**src/rtl/id_stage.sv**
```systemverilog
// RV32I decode stage: operand collection, immediate/control decode, load-use stall, ID/EX register.
// Optional WB_BYPASS_EN forwards the same-edge writeback data; without it a matching write stalls one cycle.
module id_stage #(
  parameter int              XLEN     = 32,
  parameter logic [XLEN-1:0] RESET_PC = '0
) (
  input  logic            clk,
  input  logic            rst,
  input  logic            if_valid,
  input  logic [31:0]     if_instr,
  input  logic [XLEN-1:0] if_pc,
  output logic            id_ready,
  input  logic            flush,
  output logic [4:0]      rf_ra1,
  output logic [4:0]      rf_ra2,
  input  logic [XLEN-1:0] rf_rd1,
  input  logic [XLEN-1:0] rf_rd2,
  input  logic            wb_we,
  input  logic [4:0]      wb_wa,
  input  logic [XLEN-1:0] wb_wd,
  output logic            ex_valid,
  input  logic            ex_ready,
  output logic [XLEN-1:0] ex_pc,
  output logic [XLEN-1:0] ex_rs1_val,
  output logic [XLEN-1:0] ex_rs2_val,
  output logic [XLEN-1:0] ex_imm,
  output logic [4:0]      ex_rd,
  output logic [6:0]      ex_opcode,
  output logic [2:0]      ex_funct3,
  output logic            ex_funct7b5,
  output logic            ex_reg_write,
  output logic            ex_is_load,
  output logic            ex_is_store,
  output logic            ex_is_branch,
  output logic            ex_illegal
);

  localparam logic [6:0] OP_LUI    = 7'b0110111;
  localparam logic [6:0] OP_AUIPC  = 7'b0010111;
  localparam logic [6:0] OP_JAL    = 7'b1101111;
  localparam logic [6:0] OP_JALR   = 7'b1100111;
  localparam logic [6:0] OP_BRANCH = 7'b1100011;
  localparam logic [6:0] OP_LOAD   = 7'b0000011;
  localparam logic [6:0] OP_STORE  = 7'b0100011;
  localparam logic [6:0] OP_IMM    = 7'b0010011;
  localparam logic [6:0] OP_REG    = 7'b0110011;
  localparam logic [6:0] OP_FENCE  = 7'b0001111;
  localparam logic [6:0] OP_SYSTEM = 7'b1110011;

  typedef struct packed {
    logic            valid;
    logic [XLEN-1:0] pc;
    logic [XLEN-1:0] rs1_val;
    logic [XLEN-1:0] rs2_val;
    logic [XLEN-1:0] imm;
    logic [4:0]      rd;
    logic [6:0]      opcode;
    logic [2:0]      funct3;
    logic            funct7b5;
    logic            reg_write;
    logic            is_load;
    logic            is_store;
    logic            is_branch;
    logic            illegal;
  } ex_t;

  ex_t ex_q, ex_d;

  logic [6:0]      opcode;
  logic [4:0]      rs1, rs2, rd;
  logic            legal, fmt_i, fmt_s, fmt_b, fmt_u, fmt_j, fmt_r;
  logic            use_rs1, use_rs2;
  logic [XLEN-1:0] imm, rs1_val, rs2_val;
  logic            hold, luse, wb_stall;

  always_comb begin
    opcode = if_instr[6:0];
    rs1    = if_instr[19:15];
    rs2    = if_instr[24:20];
    rd     = if_instr[11:7];
    legal  = 1'b1;
    fmt_i  = 1'b0;
    fmt_s  = 1'b0;
    fmt_b  = 1'b0;
    fmt_u  = 1'b0;
    fmt_j  = 1'b0;
    fmt_r  = 1'b0;
    case (opcode)
      OP_LUI, OP_AUIPC:                              fmt_u = 1'b1;
      OP_JAL:                                        fmt_j = 1'b1;
      OP_JALR, OP_LOAD, OP_IMM, OP_FENCE, OP_SYSTEM: fmt_i = 1'b1;
      OP_BRANCH:                                     fmt_b = 1'b1;
      OP_STORE:                                      fmt_s = 1'b1;
      OP_REG:                                        fmt_r = 1'b1;
      default:                                       legal = 1'b0;
    endcase
    imm = '0;
    if (fmt_i)      imm = {{20{if_instr[31]}}, if_instr[31:20]};
    else if (fmt_s) imm = {{20{if_instr[31]}}, if_instr[31:25], if_instr[11:7]};
    else if (fmt_b) imm = {{20{if_instr[31]}}, if_instr[7], if_instr[30:25], if_instr[11:8], 1'b0};
    else if (fmt_u) imm = {if_instr[31:12], 12'b0};
    else if (fmt_j) imm = {{12{if_instr[31]}}, if_instr[19:12], if_instr[20], if_instr[30:21], 1'b0};
    use_rs1 = fmt_i | fmt_s | fmt_b | fmt_r;
    use_rs2 = fmt_s | fmt_b | fmt_r;
  end

  assign rf_ra1 = rs1;
  assign rf_ra2 = rs2;

  // x0 is forced to zero after any forwarding so neither rf nor wb can leak into it
  always_comb begin
    rs1_val  = rf_rd1;
    rs2_val  = rf_rd2;
    wb_stall = 1'b0;
`ifdef WB_BYPASS_EN
    if (wb_we && (wb_wa != 5'd0) && (wb_wa == rs1)) rs1_val = wb_wd;
    if (wb_we && (wb_wa != 5'd0) && (wb_wa == rs2)) rs2_val = wb_wd;
`else
    wb_stall = if_valid & wb_we & (wb_wa != 5'd0) &
               ((use_rs1 & (wb_wa == rs1)) | (use_rs2 & (wb_wa == rs2)));
`endif
    if (rs1 == 5'd0) rs1_val = '0;
    if (rs2 == 5'd0) rs2_val = '0;
  end

`ifndef WB_BYPASS_EN
  logic unused_wb_wd;
  assign unused_wb_wd = ^wb_wd;
`endif

  assign hold = ex_q.valid & ~ex_ready;
  assign luse = if_valid & ex_q.valid & ex_q.is_load & (ex_q.rd != 5'd0) &
                ((use_rs1 & (ex_q.rd == rs1)) | (use_rs2 & (ex_q.rd == rs2)));
  assign id_ready = ~rst & ~hold & ~luse & ~wb_stall & ~flush;

  always_comb begin
    ex_d = ex_q;
    if (flush) begin
      ex_d.valid = 1'b0;
    end else if (hold) begin
      ex_d = ex_q;
    end else if (if_valid && !luse && !wb_stall) begin
      ex_d.valid     = 1'b1;
      ex_d.pc        = if_pc;
      ex_d.rs1_val   = rs1_val;
      ex_d.rs2_val   = rs2_val;
      ex_d.imm       = imm;
      ex_d.rd        = rd;
      ex_d.opcode    = opcode;
      ex_d.funct3    = if_instr[14:12];
      ex_d.funct7b5  = if_instr[30];
      ex_d.reg_write = legal & ~fmt_s & ~fmt_b & (opcode != OP_FENCE) & (rd != 5'd0);
      ex_d.is_load   = (opcode == OP_LOAD);
      ex_d.is_store  = (opcode == OP_STORE);
      ex_d.is_branch = (opcode == OP_BRANCH);
      ex_d.illegal   = ~legal;
    end else begin
      ex_d.valid = 1'b0;
    end
  end

  always_ff @(posedge clk) begin
    if (rst) begin
      ex_q    <= '0;
      ex_q.pc <= RESET_PC;
    end else begin
      ex_q <= ex_d;
    end
  end

  assign ex_valid     = ex_q.valid;
  assign ex_pc        = ex_q.pc;
  assign ex_rs1_val   = ex_q.rs1_val;
  assign ex_rs2_val   = ex_q.rs2_val;
  assign ex_imm       = ex_q.imm;
  assign ex_rd        = ex_q.rd;
  assign ex_opcode    = ex_q.opcode;
  assign ex_funct3    = ex_q.funct3;
  assign ex_funct7b5  = ex_q.funct7b5;
  assign ex_reg_write = ex_q.reg_write;
  assign ex_is_load   = ex_q.is_load;
  assign ex_is_store  = ex_q.is_store;
  assign ex_is_branch = ex_q.is_branch;
  assign ex_illegal   = ex_q.illegal;

endmodule

```
**config.mk**
```make
export PLATFORM = sky130hd
export DESIGN_NAME = id_stage
export DESIGN_NICKNAME = d
export VERILOG_FILES = /design/src/rtl/id_stage.sv
export SDC_FILE = /design/constraint.sdc
export NUM_CORES = 1
export LEC_CHECK = 0
export CELL_PAD_IN_SITES_DETAIL_PLACEMENT = 1
export CELL_PAD_IN_SITES_GLOBAL_PLACEMENT = 1
export CORE_ASPECT_RATIO = 0.6
export CORE_MARGIN = 8
export CORE_UTILIZATION = 33
export CTS_BUF_LIST = sky130_fd_sc_hd__clkbuf_4
export DETAILED_ROUTE_END_ITERATION = 16
export GPL_TIMING_DRIVEN = 0
export HOLD_SLACK_MARGIN = 0.08
export PLACE_DENSITY = 0.95
export RECOVER_POWER = 100
export SLEW_MARGIN = 20
export SYNTH_ARGS = -nofsm -noshare
export SYNTH_HDL_FRONTEND = slang
export SYNTH_SLANG_ARGS = --single-unit
```
**constraint.sdc**
```tcl
create_clock -name clk -period 4.21 [get_ports clk]
set_input_delay 0.842 -clock clk [delete_from_list [all_inputs] [get_ports clk]]
set_output_delay 0.842 -clock clk [all_outputs]
set_load 0.1 [all_outputs]
```
==> run_results.csv <==
group,metric,value,unit
global_routing,grt_pass1_vias,8198,
cts,cts_buffer_depth,2,
synthesis,ys_ff_latch,150,
synthesis,ys.flop_type,"dfxtp_1",
timing,min_period,4.15,ns
global_routing,grt_use_met3,7.35,%
timing,setup_viol,0,
route,drtPass1Iterations,6,
timing,drv_slew,0,
cells_and_area,nets,1321,
cts,ctsRootBufferMaster,"clkbuf_4",
die,fp-row-count,41,
route,antenna_left,0,
place,dp_hpwl,25600,um
route,wirelength,32800,um
cells_and_area,multiInputGateArea,0.00362,mm^2
worst_setup_path,crit_chain,"clkdlybuf4s50_1 -> buf_4 -> a21boi_1 -> nand4_1 -> a2bb2oi_1 -> or3_1 -> buf_4 -> nand2_1 -> a2111oi_4 -> buf_6",
synthesis,syn_area_per_cell,8.55,um^2
synthesis,synth_warnings,0,
die,ioPinCount,332,
route,via_per_inst,5.42,
cts,insertion_delay,0.60,ns
worst_setup_path,worst_setup_path_start_kind,"input port",
worst_setup_path,crit_top_cell,"buf_4",
cells_and_area,num_antenna_cells,0,
cts,clk_pin_slew,0.12,ns
route,drc,0,
route,routedWlPerCell,22.7,um
cts,cts_buffers,17,
synthesis,syn_inst,829,
timing,maxSlewHeadroom,27.9,%
pwr,ir_drop,154,uV
cts,htree_num_levels,4,
synthesis,synth_cell_types,53,
timing,period_share,98.7,%
cells_and_area,final_cell_mix,"176 x nand2_1, 150 x dfxtp_1, 149 x clkdlybuf4s50_1",
worst_hold_path,hold_path.class,"register to register",
cells_and_area,final_common_cell,"nand2_1",
timing,tightest_slew,1.08,ns
place,numPortBuffers,298,
worst_setup_path,worstPathRequired,3.37,ns
synthesis,yosysSeqAreaShare,42.4,%
die,dieArea,0.0266,mm^2
global_routing,grt_util_met1,30.9,%
timing,hold_violations,0,
global_routing,track_usage,23.8,%
global_routing,grt_overflow_total,0,
global_routing,grt_max_degree,17,
cts,cts.sinks,150,
cells_and_area,drive_gt1_share,6.45,%
route,initialDrtViolationCount,490,
route,vias,7817,
cells_and_area,syn_to_final_growth,50.6,%
worst_setup_path,path_max_fanout,10,
timing,fmax,0.241,GHz
flow_run,maxCapViolCount,0,
die,initial_core_util,33.7,%
global_routing,grt_pass1_wl,48900,um
worst_setup_path,slowest_delay,0.48,ns
die,coreArea,0.0210,mm^2
synthesis,synth_area,0.00709,mm^2
timing,whs,0.467,ns
synthesis,synth_enable_flop_cells,0,
synthesis,async_flop_share,0,%
worst_setup_path,worst-path-buf-inv,4,
pwr,p_leak,0.00461,uW
timing,clock_skew,0.0205,ns
worst_setup_path,crit_family,"buffers and inverters",
global_routing,busiest_layer,"met2",
place,gp_congestion,0.907,
worst_setup_path,critPathKind,"input port to primary output",
global_routing,grt_util_met2,37.2,%
timing,tns,0,ns
worst_setup_path,worstPathArrival,3.31,ns
global_routing,antenna_found_initial,0,
cts,cts_tree,"built",
worst_setup_path,worstSetupEndpointType,"primary output",
synthesis,syn-num-nets,1000,
cells_and_area,fillCellCount,2483,
pwr,p_per_area,321,mW/mm^2
die,die_w,205,um
status,outcome,"completed",
worst_setup_path,crit_slowest_cell,"clkdlybuf4s50_1",
cells_and_area,ff_latch_area,0.00300,mm^2
cts,ctsHoldBuffers,0,
die,fp.dieH,130,um
## synth_stat cells (2+ instances only)
cell      count  share of area, %
a21boi_0      3              0.32
o211ai_1      5              0.53
or4_1         3              0.32
buf_8         3              0.64
a21oi_1      63               4.4
a211oi_1      2              0.21
a211o_1       2              0.25
o21ai_0      24               1.7
nor2_1       10              0.53
xnor2_1       7              0.86
clkbuf_1     48               2.5
nand3_1       6              0.42
dfxtp_1     150                42
a32oi_1       2              0.25
nand2_1     176               9.3
nor3_1        8              0.56
buf_1        11              0.58
o21a_1        2              0.21
or3b_2        3              0.37
buf_2        14              0.99
mux2i_1      83                12
buf_4        16               1.7
a31oi_1       8              0.71
and2_1       13               1.1
nand4_1      59               5.2
o31ai_1      56               5.9
a31o_2        3              0.37
a311oi_1      4              0.49
inv_1         3              0.16
nor2b_1       4              0.35
xor2_1       14               1.7
nor4_1        3              0.26
## worst paths after layout
check	endpoint	cells past startpoint	from	slack (ns)
setup / recovery	id_ready	10	if_instr[4]	0.06
hold / removal	ex_rs2_val[17]	2	ex_rs2_val[17]	0.47
hold reg to reg	ex_rs2_val[17]	2	ex_rs2_val[17]	0.47
setup reg to reg	ex_rs2_val[1]	9	ex_rd[0]	0.89
## final cells by class
cell class | count | area share, %
buffer | 93 | 3.95
clock buffer | 19 | 1.34
clock inverter | 13 | 1.03
inverter | 3 | 0.105
multi-input combinational | 583 | 33.9
sequential | 150 | 28.1
tap | 279 | 3.27
timing repair buffer | 302 | 28.3
## power breakdown
part / switching, uW / internal (uW) / total (uW)
logic: 735 / 300 / 1040
registers: 34.0 / 1480 / 1510
clock network: 574 / 301 / 874
total: 1340 / 2080 / 3420
## per-layer routing
layer	vias to the layer above	routed length, um
li1	3603	-
met1	3844	14300
met2	318	14900
met3	52	2760
met4	0	730
met5	-	0
## timing repair
item	4_1_cts	5_1_grt
setup endpoints to repair	1	1
cloned	0	0
gates resized for setup	11	8
pin swaps	1	1
endpoints found under the hold margin	0	0
buffers inserted	1	3
## sequential cells by signal (all words and copies together) (netlist names), 3 cells and up
| signal | count |
|---|---|
| ex_rs2_val | 32 |
| ex_opcode | 7 |
| ex_imm | 32 |
| ex_funct3 | 3 |
| ex_pc | 32 |
| ex_rs1_val | 32 |
| ex_rd | 5 |
## metrics by stage
step | utilization [%] | std cells | setup slack, ns | total power [uW] | cell area, um^2
floorplan | - | 829 | 0.158 | 2230 | 7110
global placement | 49.6 | 1406 | -0.946 | 2580 | 10400
detailed placement | 49.6 | 1406 | -0.970 | 2600 | 10400
CTS | 50.9 | 1439 | 0.0300 | 3480 | 10700
global route | 50.8 | 1442 | -0.0273 | 3550 | 10700
finish | 50.8 | 1442 | 0.0553 | 3420 | 10700
## cells by family (layout without fill, tap and decap cells)
kind of cell,Yosys count,in the layout,share of synthesized area [%]
simple gates,294,294,19.6
compound gates,184,184,16.8
flops,150,150,42.4
buf+inv,96,430,6.76
mux,84,84,11.9
xor+xnor,21,21,2.59
## worst min-delay path, delay by kind of cell (launching register included)
family / cells / cell delay, ns
DFF: 1 / 0.33
muxes: 1 / 0.06
and+or+nand+nor: 1 / 0.05
(Power assumes the default switching activity.)
